**config.mk**
```make
export PLATFORM = sky130hd
export DESIGN_NAME = pipe_stage_buf
export DESIGN_NICKNAME = d
export VERILOG_FILES = /design/src/rtl/pipe_stage_buf.sv
export SDC_FILE = /design/constraint.sdc
export NUM_CORES = 1
export LEC_CHECK = 0
export CORE_MARGIN = 2
export CORE_UTILIZATION = 45
export CTS_BUF_LIST = sky130_fd_sc_hd__clkbuf_8
export DETAILED_ROUTE_END_ITERATION = 8
export PLACE_DENSITY = 0.78
export SYNTH_ARGS = -nofsm -noshare
export SYNTH_HDL_FRONTEND = slang
export SYNTH_SLANG_ARGS = --single-unit
```
**constraint.sdc**
```tcl
create_clock -name clk -period 1.86 [get_ports clk]
set_clock_uncertainty 0.05 [all_clocks]
set_input_delay 0.186 -clock clk [delete_from_list [all_inputs] [get_ports clk]]
set_output_delay 0.186 -clock clk [all_outputs]
set_load 0.005 [all_outputs]
```
**src/rtl/pipe_stage_buf.sv**
```systemverilog
// Elastic pipeline-stage register with valid/ready handshake, optional
// two-entry skid buffer, flush, and bubble forcing of the kill field.
module pipe_stage_buf #(
  parameter int                  DATA_W   = 64,
  parameter int                  KILL_W   = 6,
  parameter logic [KILL_W-1:0]   KILL_VAL = '0,
  parameter bit                  SKID     = 1'b1
) (
  input  logic              clk,
  input  logic              rst,
  input  logic              in_valid,
  output logic              in_ready,
  input  logic [DATA_W-1:0] in_data,
  input  logic [KILL_W-1:0] in_kill,
  input  logic              flush,
  output logic              out_valid,
  input  logic              out_ready,
  output logic [DATA_W-1:0] out_data,
  output logic [KILL_W-1:0] out_kill,
  output logic [1:0]        occupancy
);

  logic              head_valid;
  logic [DATA_W-1:0] head_data;
  logic [KILL_W-1:0] head_kill;
  logic              skid_valid;
  logic [DATA_W-1:0] skid_data;
  logic [KILL_W-1:0] skid_kill;
  logic [1:0]        occ_q;
  logic              in_xfer;
  logic              out_xfer;

  // With the skid buffer, in_ready depends only on registered state, which
  // breaks the combinational out_ready -> in_ready path between stages.
  generate
    if (SKID) begin : g_skid
      assign in_ready = !rst && !skid_valid;
    end else begin : g_single
      assign in_ready = !rst && (!head_valid || out_ready);
    end
  endgenerate

  assign in_xfer   = in_valid && in_ready;
  assign out_xfer  = head_valid && out_ready;
  assign out_valid = head_valid;
  assign out_data  = head_data;
  assign out_kill  = head_valid ? head_kill : KILL_VAL;
  assign occupancy = occ_q;

  always_ff @(posedge clk) begin
    if (rst) begin
      head_valid <= 1'b0;
      head_data  <= '0;
      head_kill  <= KILL_VAL;
      skid_valid <= 1'b0;
      skid_data  <= '0;
      skid_kill  <= KILL_VAL;
      occ_q      <= 2'd0;
    end else if (flush) begin
      // Payload registers keep their contents; only the valid bits drop.
      head_valid <= 1'b0;
      skid_valid <= 1'b0;
      occ_q      <= 2'd0;
    end else if (out_xfer) begin
      if (skid_valid) begin
        head_data  <= skid_data;
        head_kill  <= skid_kill;
        skid_valid <= 1'b0;
        occ_q      <= 2'd1;
      end else if (in_xfer) begin
        head_data  <= in_data;
        head_kill  <= in_kill;
        occ_q      <= 2'd1;
      end else begin
        head_valid <= 1'b0;
        occ_q      <= 2'd0;
      end
    end else if (in_xfer) begin
      if (head_valid) begin
        if (SKID) begin
          skid_data  <= in_data;
          skid_kill  <= in_kill;
          skid_valid <= 1'b1;
          occ_q      <= 2'd2;
        end
      end else begin
        head_data  <= in_data;
        head_kill  <= in_kill;
        head_valid <= 1'b1;
        occ_q      <= 2'd1;
      end
    end
  end

endmodule

```
==> results.cfg, run 1 <==
[drt]
drt_iter0_drc = 652
routed_wl_um = 17300
num_vias = 5785
viasPerCell = 5.45
dr.pass1.iters = 5
route.detailed.drc = 0
postRouteAntennaNets = 0
post_drt_wl_per_cell_um = 16.3

[synth]
syn_inst = 725
ys_ff_latch = 144
synthTopCellsByCount = 282 x nand2_1, 144 x dfxtp_1, 74 x nor2_1, 72 x a21oi_1, 70 x a311oi_1
ys_top_cells_by_area = dfxtp_1 51%, nand2_1 19%, a311oi_1 11%
synth_nets = 801
synth_warnings = 0
yosysSeqAreaShare = 0.512
syn_area_per_cell_um2 = 7.76
synth_ff_type = dfxtp_1
synth_top_area_frac = 0.512
async_flop_share = 0
yosysMostFrequentCell = nand2_1
synth_top_area_cell = dfxtp_1
synth-edff-count = 0
synth.distinct_cells = 23
syn_area_um2 = 5630

[worst_setup_path]
cp-startpoint = skid_valid$_SDFFE_PP0P_
crit_top_cell = buf_6
rr_worst_depth = 7
r2r_end = out_data[53]$_SDFFE_PP0P_
slowest_stage = a2111oi_4
required_ns = 2.12
cpPeakStageDelay_ns = 0.42
rrSetupSlack_ns = -0.01
arrival_ns = 2.13
cp-end-kind = register
path_cells = buf_6 > clkinvlp_4 > a2111oi_4 > buf_6 > buf_4 > buf_16 > a311oi_1
critPathLaunchType = register
path_class = register to register
critical_path_peak_fanout = 13
r2r-start = skid_valid$_SDFFE_PP0P_

[power]
ir_drop_mv = 0.550
power_switching_mw = 1.43
power_frac_comb = 0.083
internal-power_mw = 5.17
leakage_nw = 3.03
p_seq_frac = 0.478
power_density_nw_per_um2 = 790
switching_share = 0.217
p_clk_frac = 0.439

[timing]
grt_setup_unrepaired = true
fin_crit_sh = 1.01
hold_viol_final = 0
min_period_ns = 1.87
fin_ws_ns = -0.0116
setup_viol = 6
tightestPinTransition_ns = 0.764
drv_slew = 0
holdWs_ns = 0.135
maxSlewHeadroom = 0.491
fmax_mhz = 534

[floorplanning]
die_height_um = 116
core_um2 = 12100
num_rows = 40
die_w_um = 116
start_util = 0.465
die_area_um2 = 13400
num_io_pins = 149

[placement]
place_congestion = 0.796
place_area_um2 = 7420
hpwlAfterDp_um = 10300
preCtsSetupSlack_ns = -0.417
portBuffers = 148

[final_layout]
post-route-util = 0.690
design_area_um2 = 8350
syn_to_final_growth_pct = 48.4
fill_cells = 968
antenna_cells = 0
nets = 957
drive_above_1_share = 0.124

[status]
outcome = finished, violations left
violations = negative setup slack

[global_routing]
grt_pass1_wl_um = 24900
grt_pass1_vias = 5343
track_usage = 0.236
gr-total-overflow = 0
antenna_found_initial = 0
grt_start_max_net_pins = 74

[hold_path]
min_path_type = input port to register
whs_path_depth = 5
min_to = out_valid$_SDFFE_PP0P_
hp-start = rst

[cts]
numCtsBuffers = 17
cts_root_buf = clkbuf_8
cts.sinks = 144
clk_latency_ns = 0.45
cts_tree = yes
clk_pin_slew_ns = 0.08
cts_buffer_depth = 2
ctsHoldBuffers = 0
cts_max_level = 4

[run]
max-cap-violations = 0
## logic make-up (layout without fill, tap and decap cells)
kind of cell / Yosys count / count (layout) / share of synthesized area
buffers and inverters: 63 / 232 / 0.0471
and+or+nand+nor: 368 / 368 / 0.253
muxes: 1 / 1 / 0.00178
adders and majority gates: 1 / 1 / 0.00222
AOI/OAI and AO/OA: 148 / 148 / 0.184
DFF: 144 / 144 / 0.512
## worst max path at each step
stage                                end  slack [ns]  cells past startpoint
6_report       out_data[53]$_SDFFE_PP0P_       -0.01                      7
3_3_place_gp   out_data[22]$_SDFFE_PP0P_       -0.29                      7
4_1_cts        out_data[33]$_SDFFE_PP0P_       -0.01                      8
3_5_place_dp   out_data[33]$_SDFFE_PP0P_       -0.42                      8
2_1_floorplan   out_data[0]$_SDFFE_PP0P_        0.05                      9
5_1_grt        out_data[51]$_SDFFE_PP0P_       -0.09                      8
## what timing repair did
action / 4_1_cts / 5_1_grt
pin swaps: 17 / 51
setup buffers: 3 / 7
resized for setup: 15 / 37
setup endpoints to repair: 47 / 75
cloned: 4 / 6
## flip-flops by register name, summed over array words and instances, names as in the netlist
register    flops
head_kill       6
occupancy       2
out_data       64
out_valid       1
skid_data      64
skid_kill       6
skid_valid      1
## layout by cell type, fill, tap and decap left out, types with 5 or more instances in the layout
| cell | Yosys | final |
|---|---|---|
| dfxtp_1 | 144 | 142 |
| bufinv_16 | 0 | 5 |
| buf_4 | 4 | 23 |
| nor2_2 | 0 | 10 |
| a21oi_1 | 72 | 72 |
| nor2_1 | 74 | 60 |
| buf_12 | 0 | 10 |
| clkbuf_8 | 0 | 21 |
| clkdlybuf4s50_1 | 0 | 141 |
| dlymetal6s2s_1 | 0 | 5 |
| a311oi_1 | 70 | 65 |
| clkbuf_16 | 0 | 5 |
| nand2_1 | 282 | 281 |
| and2_1 | 6 | 6 |
| a311oi_2 | 0 | 5 |
| buf_6 | 0 | 8 |
## per-stage QoR
| stage | total power [mW] | setup TNS, ns | instances |
|---|---|---|---|
| floorplan | 3.40 | 0 | 725 |
| global placement | 3.70 | -22.65 | 1011 |
| detailed placement | 3.72 | -29.53 | 1011 |
| CTS | 6.59 | -0.0265 | 1050 |
| global route | 6.82 | -3.30 | 1062 |
| finish | 6.60 | -0.0282 | 1062 |
## power by group through the flow
stage	logic [mW]	clock network (mW)	registers [mW]
floorplan	0.172	0	3.23
global placement	0.476	0	3.23
detailed placement	0.489	0	3.23
CTS	0.513	2.92	3.16
global route	0.584	3.08	3.16
finish	0.545	2.90	3.16
## area by class of cell
type | instances | area, µm² | area share
clock buffers | 21 | 289 | 0.0346
clock inverters | 11 | 184 | 0.0220
inverters | 2 | 11.3 | 0.00135
multi-input cells | 518 | 2590 | 0.310
flip-flops and latches | 144 | 2890 | 0.346
well taps | 168 | 210 | 0.0252
repair buffers | 198 | 2180 | 0.261
## critical path: cells and delay by family, from the launching register on
kind                   cells  cell delay, ns
flip-flops                 1            0.37
buffers and inverters      5            0.79
AO/OA/AOI/OAI              2            0.51
## per-layer routing
layer | GRT usage | routed length [µm] | vias to the layer above
li1 | - | - | 2749
met1 | 0.268 | 6750 | 2765
met2 | 0.420 | 8920 | 221
met3 | 0.0591 | 1090 | 50
met4 | 0.105 | 504 | 0
met5 | 0 | 0 | -
(Power assumes the default switching activity.)
==> inputs of run 2 (changes only) <==
--- a/config.mk
+++ b/config.mk
@@ -6,10 +6,11 @@
 export NUM_CORES = 1
 export LEC_CHECK = 0
 export CORE_MARGIN = 2
-export CORE_UTILIZATION = 45
+export CORE_UTILIZATION = 50
 export CTS_BUF_LIST = sky130_fd_sc_hd__clkbuf_8
 export DETAILED_ROUTE_END_ITERATION = 8
-export PLACE_DENSITY = 0.78
+export GPL_TIMING_DRIVEN = 0
+export PLACE_DENSITY = 0.82
 export SYNTH_ARGS = -nofsm -noshare
 export SYNTH_HDL_FRONTEND = slang
 export SYNTH_SLANG_ARGS = --single-unit
==> constraint.sdc (replaced) <==
create_clock -name clk -period 1.85 [get_ports clk]
set_clock_uncertainty 0.05 [all_clocks]
set_input_delay 0.185 -clock clk [delete_from_list [all_inputs] [get_ports clk]]
set_output_delay 0.185 -clock clk [all_outputs]
set_load 0.005 [all_outputs]
==> results.cfg, run 2 (same netlist as run 1, synthesis figures left out) <==
[final_layout]
final_cell_mix = 281 x nand2_1, 144 x clkdlybuf4s50_1, 142 x dfxtp_1
fill_cells = 777
drive_above_1_share = 0.138
post-route-util = 0.758
layout_commonest_cell = nand2_1
nets = 984
syn_to_final_growth_pct = 46.7
antenna_cells = 0

[worst_setup_path]
required_ns = 2.14
slowest_stage = dfxtp_4
cp-end-kind = register
critical_path_peak_fanout = 7
arrival_ns = 2.25
rr_worst_depth = 9
r2r-start = skid_valid$_SDFFE_PP0P_
path_class = register to register
path_cells = nor2_4 > nand2_2 > ha_4 > a2111oi_4 > buf_4 > buf_12 > buf_16 > nor2_2 > a311oi_1
cpPeakStageDelay_ns = 0.36
r2r_end = out_data[10]$_SDFFE_PP0P_
rrSetupSlack_ns = -0.10
cp-startpoint = skid_valid$_SDFFE_PP0P_
critPathLaunchType = register

[timing]
hold_viol_final = 0
fin_setup_tns_ns = -3.43
drv_slew = 0
fmax_mhz = 512
min_period_ns = 1.95
fin_crit_sh = 1.06
grt_setup_unrepaired = true
fin_ws_ns = -0.104
holdWs_ns = 0.268
tightestPinTransition_ns = 0.656
maxSlewHeadroom = 0.562
setup_viol = 70

[global_routing]
track_usage = 0.274
grt_start_max_net_pins = 17
gr-total-overflow = 0
grt_pass1_vias = 5490
antenna_found_initial = 0
grt_pass1_wl_um = 25900

[run]
max-cap-violations = 0

[placement]
place_congestion = 0.866
hpwlAfterDp_um = 11100
portBuffers = 147
preCtsSetupSlack_ns = -0.610

[drt]
drt_iter0_drc = 391
dr.pass1.iters = 5
routed_wl_um = 17200
viasPerCell = 5.55
route.detailed.drc = 0
postRouteAntennaNets = 0
post_drt_wl_per_cell_um = 16.3
num_vias = 5884

[floorplanning]
core_um2 = 10900
num_rows = 38
num_io_pins = 149
die_area_um2 = 12100
die_height_um = 110
die_w_um = 110
start_util = 0.517

[hold_path]
whs_path_depth = 3
hp-start = in_data[13]
min_to = skid_data[13]$_SDFFE_PP0P_
min_path_type = input port to register

[status]
violations = negative setup slack
outcome = finished, violations left

[power]
power.total_mw = 6.35
power_switching_mw = 1.46
power_frac_comb = 0.088
p_clk_frac = 0.411
p_seq_frac = 0.500
internal-power_mw = 4.88
switching_share = 0.230
ir_drop_mv = 0.441
power_density_nw_per_um2 = 769
leakage_nw = 2.96

[cts]
cts_root_buf = clkbuf_8
clk_pin_slew_ns = 0.08
cts.sinks = 144
cts_max_level = 4
cts_buffer_depth = 2
numCtsBuffers = 17
ctsHoldBuffers = 0
clk_latency_ns = 0.44
cts_tree = yes
## run 2: how the worst max path moves through the flow
stage / to / slack [ns]
after global placement: skid_data[63]$_SDFFE_PP0P_ / -0.54
after detailed placement: skid_kill[2]$_SDFFE_PP0P_ / -0.61
after CTS: out_data[2]$_SDFFE_PP0P_ / -0.05
after global routing: out_data[10]$_SDFFE_PP0P_ / -0.16
final: out_data[10]$_SDFFE_PP0P_ / -0.10
after floorplan: out_data[0]$_SDFFE_PP0P_ / 0.05
## run 2: layout make-up
type | instances | area, µm² | area share
sequential | 144 | 2890 | 0.350
multi-input combinational | 518 | 2650 | 0.320
timing repair buffer | 166 | 1720 | 0.208
buffer | 59 | 403 | 0.0488
clock buffer | 20 | 275 | 0.0333
tap | 140 | 175 | 0.0212
clock inverter | 12 | 141 | 0.0171
inverter | 2 | 7.51 | 0.000909
## run 2: through the flow
step	cell area (µm²)	instances
finish	8260	1061
global route	8260	1061
CTS	7990	1057
detailed placement	7280	1012
global placement	7280	1012
floorplan	5630	725
## run 2: critical path, delay by kind of cell (launching register included)
family / cells / cell delay, ns
DFF: 1 / 0.36
AOI/OAI and AO/OA: 2 / 0.53
adders and majority gates: 1 / 0.18
and+or+nand+nor: 3 / 0.25
buffers and inverters: 3 / 0.47
## run 2: power by group through the flow
stage | registers [mW] | logic [mW] | clock network, mW
finish | 3.17 | 0.561 | 2.61
global route | 3.18 | 0.600 | 2.74
CTS | 3.17 | 0.523 | 2.60
detailed placement | 3.24 | 0.490 | 0
global placement | 3.24 | 0.480 | 0
floorplan | 3.24 | 0.173 | 0
## run 2: per-layer routing
metal	vias to the layer above	share of wire	track usage	wire length, µm
li1	2807	-	-	-
met1	2745	0.40	0.339	6980
met2	299	0.49	0.465	8420
met3	33	0.086	0.0658	1480
met4	0	0.021	0.0991	364
met5	-	0	0	0
## run 2: what timing repair did
item	4_1_cts	5_1_grt
pin swaps	35	31
endpoints found under the setup margin	146	146
setup buffers	10	2
hold endpoints to repair	0	0
gates cloned	4	4
resized for setup	64	63
==> inputs of run 3 (changes only) <==
--- a/config.mk
+++ b/config.mk
@@ -10,7 +10,8 @@
 export CTS_BUF_LIST = sky130_fd_sc_hd__clkbuf_8
 export DETAILED_ROUTE_END_ITERATION = 8
 export GPL_TIMING_DRIVEN = 0
-export PLACE_DENSITY = 0.82
+export PLACE_DENSITY = 0.94
 export SYNTH_ARGS = -nofsm -noshare
 export SYNTH_HDL_FRONTEND = slang
 export SYNTH_SLANG_ARGS = --single-unit
+export TNS_END_PERCENT = 30
==> results.cfg, run 3 (same netlist as run 1, synthesis figures left out) <==
[cts]
clk_pin_slew_ns = 0.09
numCtsBuffers = 17
clk_latency_ns = 0.41
cts_root_buf = clkbuf_8
cts_max_level = 4
cts_buffer_depth = 2
cts.sinks = 144
cts_tree = yes
ctsHoldBuffers = 0

[placement]
portBuffers = 147
place_congestion = 0.832
placed_cells = 1012
hpwlAfterDp_um = 10800
place_area_um2 = 7280

[final_layout]
multi_input_area_um2 = 2580
regArea_um2 = 2890
syn_to_final_growth_pct = 42.3
design_area_um2 = 8010
antenna_cells = 0
nets = 977
fill_cells = 817
layout_commonest_cell = nand2_1
stdcell_count = 1052
final_cell_mix = 280 x nand2_1, 144 x clkdlybuf4s50_1, 142 x dfxtp_1
drive_above_1_share = 0.106

[power]
leakage_nw = 2.86
power_density_nw_per_um2 = 771
ir_drop_mv = 0.615
power.total_mw = 6.17

[timing]
setup_viol = 0
fmax_mhz = 556
hold_viol_final = 0
maxSlewHeadroom = 0.556
fin_crit_sh = 0.971
tightestPinTransition_ns = 0.665
drv_slew = 0
grt_setup_unrepaired = true
min_period_ns = 1.80

[floorplanning]
die_area_um2 = 12100
die_w_um = 110
core_um2 = 10900
num_rows = 38
num_io_pins = 149
start_util = 0.517
die_height_um = 110

[worst_setup_path]
required_ns = 2.13
cp-end-kind = register
cpPeakStageDelay_ns = 0.36
critical_path_peak_fanout = 8
path_class = register to register
slowest_stage = dfxtp_4
critPathLaunchType = register
path_cells = nor2_4 > nand2_2 > ha_4 > a2111oi_4 > buf_4 > buf_12 > buf_8 > nor2_2 > a311oi_2
arrival_ns = 2.08

[global_routing]
track_usage = 0.257
grt_start_max_net_pins = 17
grt_pass1_vias = 5073
gr-total-overflow = 0
grt_pass1_wl_um = 24200
antenna_found_initial = 0

[drt]
postRouteAntennaNets = 0
drt_iter0_drc = 450
routed_wl_um = 16100
route.detailed.drc = 0
num_vias = 5731
dr.pass1.iters = 6
post_drt_wl_per_cell_um = 15.3
viasPerCell = 5.45

[status]
outcome = complete, no violations

[hold_path]
min_path_type = input port to register

[run]
max-cap-violations = 0
run 3: changes by cell type in the layout (fill, tap and decap cells not counted), sizes merged:
cell,change
clkinvlp,-1
dlygate4sd2,-1
clkbuf,+2
bufinv,-1
buf,-9
dlymetal6s2s,+1
run 3: cell type report:
cell class,instances,area share
plain buffers,59,0.0442
inverters,2,0.000938
flip-flops and latches,144,0.361
well taps,140,0.0219
clock buffers,20,0.0344
clock inverters,10,0.0141
repair buffers,159,0.201
multi-input cells,518,0.323
run 3: final timing paths:
kind | from | end | slack (ns) | cells past startpoint
worst max-delay path | skid_valid$_SDFFE_PP0P_ | out_data[18]$_SDFFE_PP0P_ | 0.05 | 9
worst min-delay path | in_data[25] | skid_data[25]$_SDFFE_PP0P_ | 0.28 | 3
worst max register to register | skid_valid$_SDFFE_PP0P_ | out_data[18]$_SDFFE_PP0P_ | 0.05 | 9
worst min register to register | skid_data[61]$_SDFFE_PP0P_ | skid_data[61]$_SDFFE_PP0P_ | 0.41 | 2
run 3: metrics by stage:
| stage | utilization | setup TNS, ns | setup slack [ns] | hold WS, ns |
|---|---|---|---|---|
| 2_1_floorplan | - | 0 | 0.0456 | 0.212 |
| 3_3_place_gp | 0.668 | -67.73 | -0.544 | 0.392 |
| 3_5_place_dp | 0.668 | -68.66 | -0.585 | 0.397 |
| 4_1_cts | 0.717 | -0.648 | -0.0396 | 0.273 |
| 5_1_grt | 0.735 | -0.115 | -0.0544 | 0.284 |
| 6_report | 0.735 | 0 | 0.0530 | 0.284 |
run 3: what timing repair did:
item / in CTS / in global routing
pin swaps: 11 / 33
setup buffers: 8 / 0
gates resized for setup: 31 / 55
setup endpoints to repair: 146 / 139
gates cloned: 2 / 2
endpoints found under the hold margin: 0 / 0
run 3: metal layers:
layer	global-route usage	up-vias	part of all wire
li1	-	2802	-
met1	0.324	2695	0.42
met2	0.440	219	0.51
met3	0.0517	15	0.062
met4	0.0839	0	0.013
met5	0	-	0
run 3: critical path: cells and delay by family, from the launching register on:
family,cells,cell delay [ns]
buf+inv,3,0.47
flops,1,0.36
simple gates,3,0.20
compound gates,2,0.45
fa+ha+maj,1,0.18
run 3: report_power, final:
group / internal [mW] / total (mW) / switching, mW
Combinational: 0.297 / 0.533 / 0.235
Sequential: 3.14 / 3.17 / 0.0275
Clock: 1.29 / 2.47 / 1.17
Total: 4.73 / 6.17 / 1.44
